<file path="config.mk">
export PLATFORM = sky130hd
export DESIGN_NAME = mc_fifo_flex
export DESIGN_NICKNAME = d
export VERILOG_FILES = /design/src/rtl/mc_fifo_flex.sv
export SDC_FILE = /design/constraint.sdc
export NUM_CORES = 1
export LEC_CHECK = 0
export BUFFER_PORTS_ARGS = -buffer_cell sky130_fd_sc_hd__buf_2
export CAP_MARGIN = 20
export CORE_MARGIN = 4
export CORE_UTILIZATION = 50
export CTS_CLUSTER_SIZE = 25
export DETAILED_ROUTE_END_ITERATION = 10
export GPL_TIMING_DRIVEN = 0
export PLACE_DENSITY_LB_ADDON = 0.1
export SLEW_MARGIN = 15
export SYNTH_ARGS = -nofsm -noshare
export SYNTH_HDL_FRONTEND = slang
export SYNTH_SLANG_ARGS = --single-unit
export TNS_END_PERCENT = 30
</file>
<file path="constraint.sdc">
create_clock -name clk_i -period 1.7 [get_ports clk_i]
set_input_delay 0.34 -clock clk_i [delete_from_list [all_inputs] [get_ports clk_i]]
set_output_delay 0.34 -clock clk_i [all_outputs]
set_load 0.005 [all_outputs]
</file>
<file path="src/rtl/mc_fifo_flex.sv">
// Parametrised synchronous FIFO with valid/ready on both sides, any DEPTH >= 2,
// occupancy flags, synchronous flush and sticky overflow/underflow errors.
module mc_fifo_flex #(
  parameter int WIDTH     = 8,
  parameter int DEPTH     = 4,
  parameter int AFULL_TH  = DEPTH - 1,
  parameter int AEMPTY_TH = 1,
  localparam int ADDR_W   = (DEPTH <= 2) ? 1 : $clog2(DEPTH),
  localparam int CNT_W    = $clog2(DEPTH + 1)
) (
  input  logic             clk_i,
  input  logic             rst_n_i,
  input  logic             flush_i,
  input  logic             push_i,
  input  logic [WIDTH-1:0] push_data_i,
  output logic             push_rdy_o,
  input  logic             pop_i,
  output logic [WIDTH-1:0] pop_data_o,
  output logic             pop_vld_o,
  output logic [CNT_W-1:0] count_o,
  output logic             almost_full_o,
  output logic             almost_empty_o,
  output logic             ovf_o,
  output logic             udf_o
);

  if (DEPTH < 2) begin : g_bad_depth
    $fatal(1, "mc_fifo_flex: DEPTH must be at least 2");
  end
  if (AFULL_TH < 1 || AFULL_TH > DEPTH) begin : g_bad_afull
    $fatal(1, "mc_fifo_flex: AFULL_TH must be within 1..DEPTH");
  end
  if (AEMPTY_TH < 0 || AEMPTY_TH > DEPTH - 1) begin : g_bad_aempty
    $fatal(1, "mc_fifo_flex: AEMPTY_TH must be within 0..DEPTH-1");
  end

  localparam logic [ADDR_W-1:0] LAST_IDX  = ADDR_W'(DEPTH - 1);
  localparam logic [CNT_W-1:0]  FULL_CNT  = CNT_W'(DEPTH);
  localparam logic [CNT_W-1:0]  AFULL_CNT = CNT_W'(AFULL_TH);
  localparam logic [CNT_W-1:0]  AEMPTY_CNT = CNT_W'(AEMPTY_TH);

  logic [WIDTH-1:0]  mem [DEPTH];
  logic [ADDR_W-1:0] wr_idx;
  logic [ADDR_W-1:0] rd_idx;
  logic [CNT_W-1:0]  cnt;
  logic              ovf;
  logic              udf;
  logic              push_acc;
  logic              pop_acc;

  assign push_rdy_o = (cnt < FULL_CNT);
  assign pop_vld_o  = (cnt != '0);
  assign push_acc   = push_i & push_rdy_o & ~flush_i;
  assign pop_acc    = pop_i & pop_vld_o & ~flush_i;

  always_ff @(posedge clk_i or negedge rst_n_i) begin
    if (!rst_n_i) begin
      wr_idx <= '0;
      rd_idx <= '0;
      cnt    <= '0;
      ovf    <= 1'b0;
      udf    <= 1'b0;
    end else if (flush_i) begin
      wr_idx <= '0;
      rd_idx <= '0;
      cnt    <= '0;
      ovf    <= 1'b0;
      udf    <= 1'b0;
    end else begin
      // Explicit wrap keeps non-power-of-2 depths from aliasing.
      if (push_acc) wr_idx <= (wr_idx == LAST_IDX) ? '0 : wr_idx + ADDR_W'(1);
      if (pop_acc)  rd_idx <= (rd_idx == LAST_IDX) ? '0 : rd_idx + ADDR_W'(1);
      if (push_acc && !pop_acc)      cnt <= cnt + CNT_W'(1);
      else if (pop_acc && !push_acc) cnt <= cnt - CNT_W'(1);
      if (push_i && !push_rdy_o) ovf <= 1'b1;
      if (pop_i && !pop_vld_o)   udf <= 1'b1;
    end
  end

  // Storage carries no reset; emptiness is tracked by cnt alone.
  always_ff @(posedge clk_i) begin
    if (push_acc) mem[wr_idx] <= push_data_i;
  end

  assign pop_data_o     = pop_vld_o ? mem[rd_idx] : '0;
  assign count_o        = cnt;
  assign almost_full_o  = (cnt >= AFULL_CNT);
  assign almost_empty_o = (cnt <= AEMPTY_CNT);
  assign ovf_o          = ovf;
  assign udf_o          = udf;

endmodule

</file>
-- After elaboration in Yosys (flattened, before gate mapping)
Memory sizes are Yosys's and may differ from the RTL's.
Index checks and enable logic that the tools add are counted.
- word-level logic and storage cells: 50
- memories kept: 1
- bits in writable memories: 32
- register bits after elaboration: 9
- reduce and logical (&&, ||, !) cells: 14
- multiplexer cells: 16
- add/subtract/negate cells: 4
- bitwise gates (word level): 5
- equal/unequal tests: 2
- order comparisons: 3
- memories (name ; words ; bits a word ; read ports ; clocked after Yosys merged registers in ; wr ports ; RTL line ; RTL):
    mem ; 4 ; 8 ; 1 ; 0 ; 1 ; 42 ; logic [WIDTH-1:0] mem [DEPTH];
- operators with widths (kind ; count):
    $mux 2 ; 6
    $mux 3 ; 3
    $mux 8 ; 1
    $reduce_bool 2->1 ; 4
    $mux 1 ; 6
    $reduce_bool 3->1 ; 2
    $add 2x1->2 const B ; 2
    $and 1x1->1 ; 4
    $eq 2x2->1 const B ; 2
    $logic_and 1x1->1 ; 4
    $logic_not 1->1 ; 4
    $add 3x1->3 const B ; 1
    $ge 3x2->1 const B ; 1
    $le 3x1->1 const B ; 1
    $lt 3x3->1 const B ; 1
    $sub 3x1->3 const B ; 1
    $not 1->1 ; 1

-- Longest topological paths before layout
- depth after elaboration: 8
- mapped depth: 6
- depth with buffers taken out: 6

-- Least setup slack after synthesis
Ideal clock, no wire load.
- kind: register to output
- from: register cnt[1] (netlist: count_o[1])
- to: output port pop_data_o[0]
- buffers on the path: 1
- required time: 1.360 ns
- arrival time: 1.397 ns
- slack: -0.037 ns
- stages on the path, launching flop included: 6
- cell sequence: dfrtp_1 inv_1 ha_1 or2b_4 clkbuf_1 and2_1
- cells in the longest elaborated chain, start to end: 2
- ends and longest elaborated chain (what ; RTL line ; RTL):
    from (decl) ; 45 ; logic [CNT_W-1:0] cnt;
    from (signal assigned) ; 73 ; if (push_acc && !pop_acc) cnt <= cnt + CNT_W'(1);
    from (signal assigned) ; 74 ; else if (pop_acc && !push_acc) cnt <= cnt - CNT_W'(1);
    $reduce_bool 3->1 ; 52 ; assign pop_vld_o = (cnt != '0);
    net pop_vld_o ; 19 ; output logic pop_vld_o,
    $mux 8 ; 85 ; assign pop_data_o = pop_vld_o ? mem[rd_idx] : '0;
    to (decl) ; 18 ; output logic [WIDTH-1:0] pop_data_o,
The timed path passes the listed nets, and every way through them passes these cells.

-- Final worst setup path
- from: register rd_idx[0]
- to: output port pop_data_o[5]
- cells in the longest elaborated chain, start to end: 2
- ends and longest elaborated chain (what ; RTL line ; RTL):
    from (decl) ; 44 ; logic [ADDR_W-1:0] rd_idx;
    from (signal assigned) ; 72 ; if (pop_acc) rd_idx <= (rd_idx == LAST_IDX) ? '0 : rd_idx + ADDR_W'(1);
    $mem_v2 4x8 ; n/a ;
    $mux 8 ; 85 ;
Every way passes these cells.

==> results.txt <==
Main synth FF type - edfxtp_1
critical path launch point type - flop
Final HPWL DP - 2258 µm
DP Area - 2086 µm²
sequential area share after synthesis - 0.6299
slowest CP cell - mux4_2
# fillers - 292
die span in y - 69.37 µm
Clock Skew - 0.004663 ns
Die Wd - 69.37 µm
post-synth cell types - 32
Post-synth EDFFs - 32
Final ANT Viol Nets - 0
WP buf/inv - 2
critical-path maximum fanout - 5
Worst Path Required - 1.36 ns
Worst EP arrival - 1.63 ns
fin area - 2360 µm²
vias in the first global route - 1140
cell taking the most area after synthesis - edfxtp_1
first-pass GRT wire length - 5858 µm
hold_ws - 0.2551 ns
Vias - 1121
Inserted Diodes - 0
drc violations - 0
Congestion Overflow GR - 0
Pre-Repair DR Iteration Count - 4
Setup-failing EPs final - 10
Final Worst Setup Slack - -0.2679 ns
RSZ-0062 raised after global routing - yes
PD cells - 1453 nW/µm²
CTS sink count - 41
Clock Path Buffers - 2
Synth Area per Inst - 15.56 µm²
CTS tree - built
Worst-Margin Slew - 0.4899 ns
largest net degree at the start of global routing - 14
IO Pins - 30
fmax - 508.2 MHz
#FFs+latches synth - 41
critical path's largest stage delay - 0.50 ns
syn_nets - 144
crit path time final - 1.968 ns
synth warn - 0
max_cap viols - 0
Final Cycle Share - 1.158
detailed-route wire length per cell - 16.01 µm
final hold vios - 0
status - complete, but fails checks
failing checks - negative setup slack
asr flop ratio synth - 0.2195
CTS root buf - clkbuf_8
Initial Util - 0.5144
Synth-to-Final Area Change - 25.32%
top post-synthesis cells by area - edfxtp_1, dfrtp_1, mux4_2, ha_1, and2_1
final RePlAce weighted congestion - 0.7831
clock latency at the later pin of the worst-skew pair - 0.29 ns
CP top delay family - multiplexers
core footprint - 3661 µm²
Slew Viols, Final - 0
Crit. End Element - output pin
Core Rows - 22
vias per std cell - 5.288
peak supply drop - 0.6462 mV
Initial DRC Count - 49
die area - 4812 µm²
critical path class - flop to output pin
clk slew on worst S/H paths - 0.08 ns
synthesized area - 1883 µm²
total track usage - 0.1636
IO Port Bufs - 28
share of cells above drive strength 1 - 0.4756
Synth top area share - 0.5103
initial antenna violation count - 0
Hold Crit Class - input port to flop
Post-Syn Instances - 121
Routed WL - 3394 µm
H-tree depth - 2
worst path cell trace - buf_8 > mux4_2 > and2_4 > buf_6
relative slew slack - 0.6734
Nets - 186
LEAKAGE - 0.0009351 µW
number of buffers created by CTS - 5
==> path summary, 6_finish.rpt <==
path	start	end	slack, ns	cells after the start
worst max-delay path	rd_idx[0]	pop_data_o[5]	-0.27	4
worst min-delay path	push_data_i[0]	mem[3][0]	0.26	1
worst max register to register	count_o[0]	rd_idx[0]	0.09	7
worst min register to register	ovf_o	ovf_o	0.50	2
max in group asynchronous	rst_n_i	rd_idx[0]	1.06	2
min in group asynchronous	rst_n_i	wr_idx[0]	0.43	2
==> cells by family after synthesis <==
kind of cell	synth area share
flops	0.6299
simple gates	0.1123
compound gates	0.05183
buf+inv	0.03454
fa+ha+maj	0.06645
mux	0.09568
xor+xnor	0.009304
==> final cells by class <==
class                           count  area (µm²)  share of cell area
Clock inverter                      3       17.52            0.007423
Buffer                              5       46.29             0.01962
Timing Repair Buffer               35       267.8              0.1135
Multi-Input combinational cell     70       693.2              0.2937
Tap cell                           48       60.06             0.02545
Sequential cell                    41        1187              0.5032
Inverter                            5       18.77            0.007953
Clock buffer                        5       68.82             0.02916
==> cells in the final DEF (no fill, tap or decap), types with 3 or more instances in the layout <==
cell       n
a21oi_1    5
and2_2     4
and2_4     7
buf_2     22
buf_6     12
clkbuf_8   5
dfrtp_1    8
edfxtp_1  32
ha_1       8
inv_1      3
mux4_2     8
nand2_1    3
nor2_1     8
==> through the flow <==
step | instances | utilization | power (µW) | worst slack (ns) | setup TNS (ns)
after floorplan | 121 | - | 2005 | 0.02353 | 0
after global placement | 197 | 0.5697 | 2339 | -0.2740 | -2.211
after detailed placement | 197 | 0.5697 | 2376 | -0.2769 | -2.588
after CTS | 211 | 0.6227 | 3228 | -0.2985 | -2.329
after global routing | 212 | 0.6446 | 3661 | -0.3332 | -2.872
final | 212 | 0.6446 | 3428 | -0.2679 | -2.113
==> cell usage after synthesis (2+ instances only) <==
| master | instances |
|---|---|
| a21oi_1 | 7 |
| and2_1 | 12 |
| buf_6 | 3 |
| dfrtp_1 | 9 |
| edfxtp_1 | 32 |
| ha_1 | 10 |
| inv_1 | 5 |
| mux4_2 | 8 |
| nand2_1 | 3 |
| nor2_1 | 8 |
| nor2b_4 | 2 |
| xnor2_1 | 2 |
==> report_power, final <==
part           internal, µW  switching, µW  total [µW]
sequential             1190           67.6        1260
clock                   284            337         621
combinational           907            639        1550
==> flip-flops by register name (all words and copies together), names as in the netlist <==
signal   count
udf_o        1
wr_idx       2
mem         32
ovf_o        1
rd_idx       2
count_o      3
==> routing by layer <==
layer	global-route usage	wire length, µm	part of all wire	vias to the layer above
li1	-	-	-	533
met1	0.2027	1471	0.43	558
met2	0.2585	1699	0.50	22
met3	0.06232	161	0.047	8
met4	0.06508	61	0.018	0
met5	0	0	0	-
==> timing repair <==
item                                    in CTS  in global routing
endpoints found under the setup margin      27                 28
gates resized for setup                     12                 20
hold endpoints to repair                     9                  0
cloned                                       2                  0
pin swaps                                    8                  2
setup buffers                                4                  1
hold buffers                                 1                  0
Note: power is estimated with default switching activity, not from simulation.
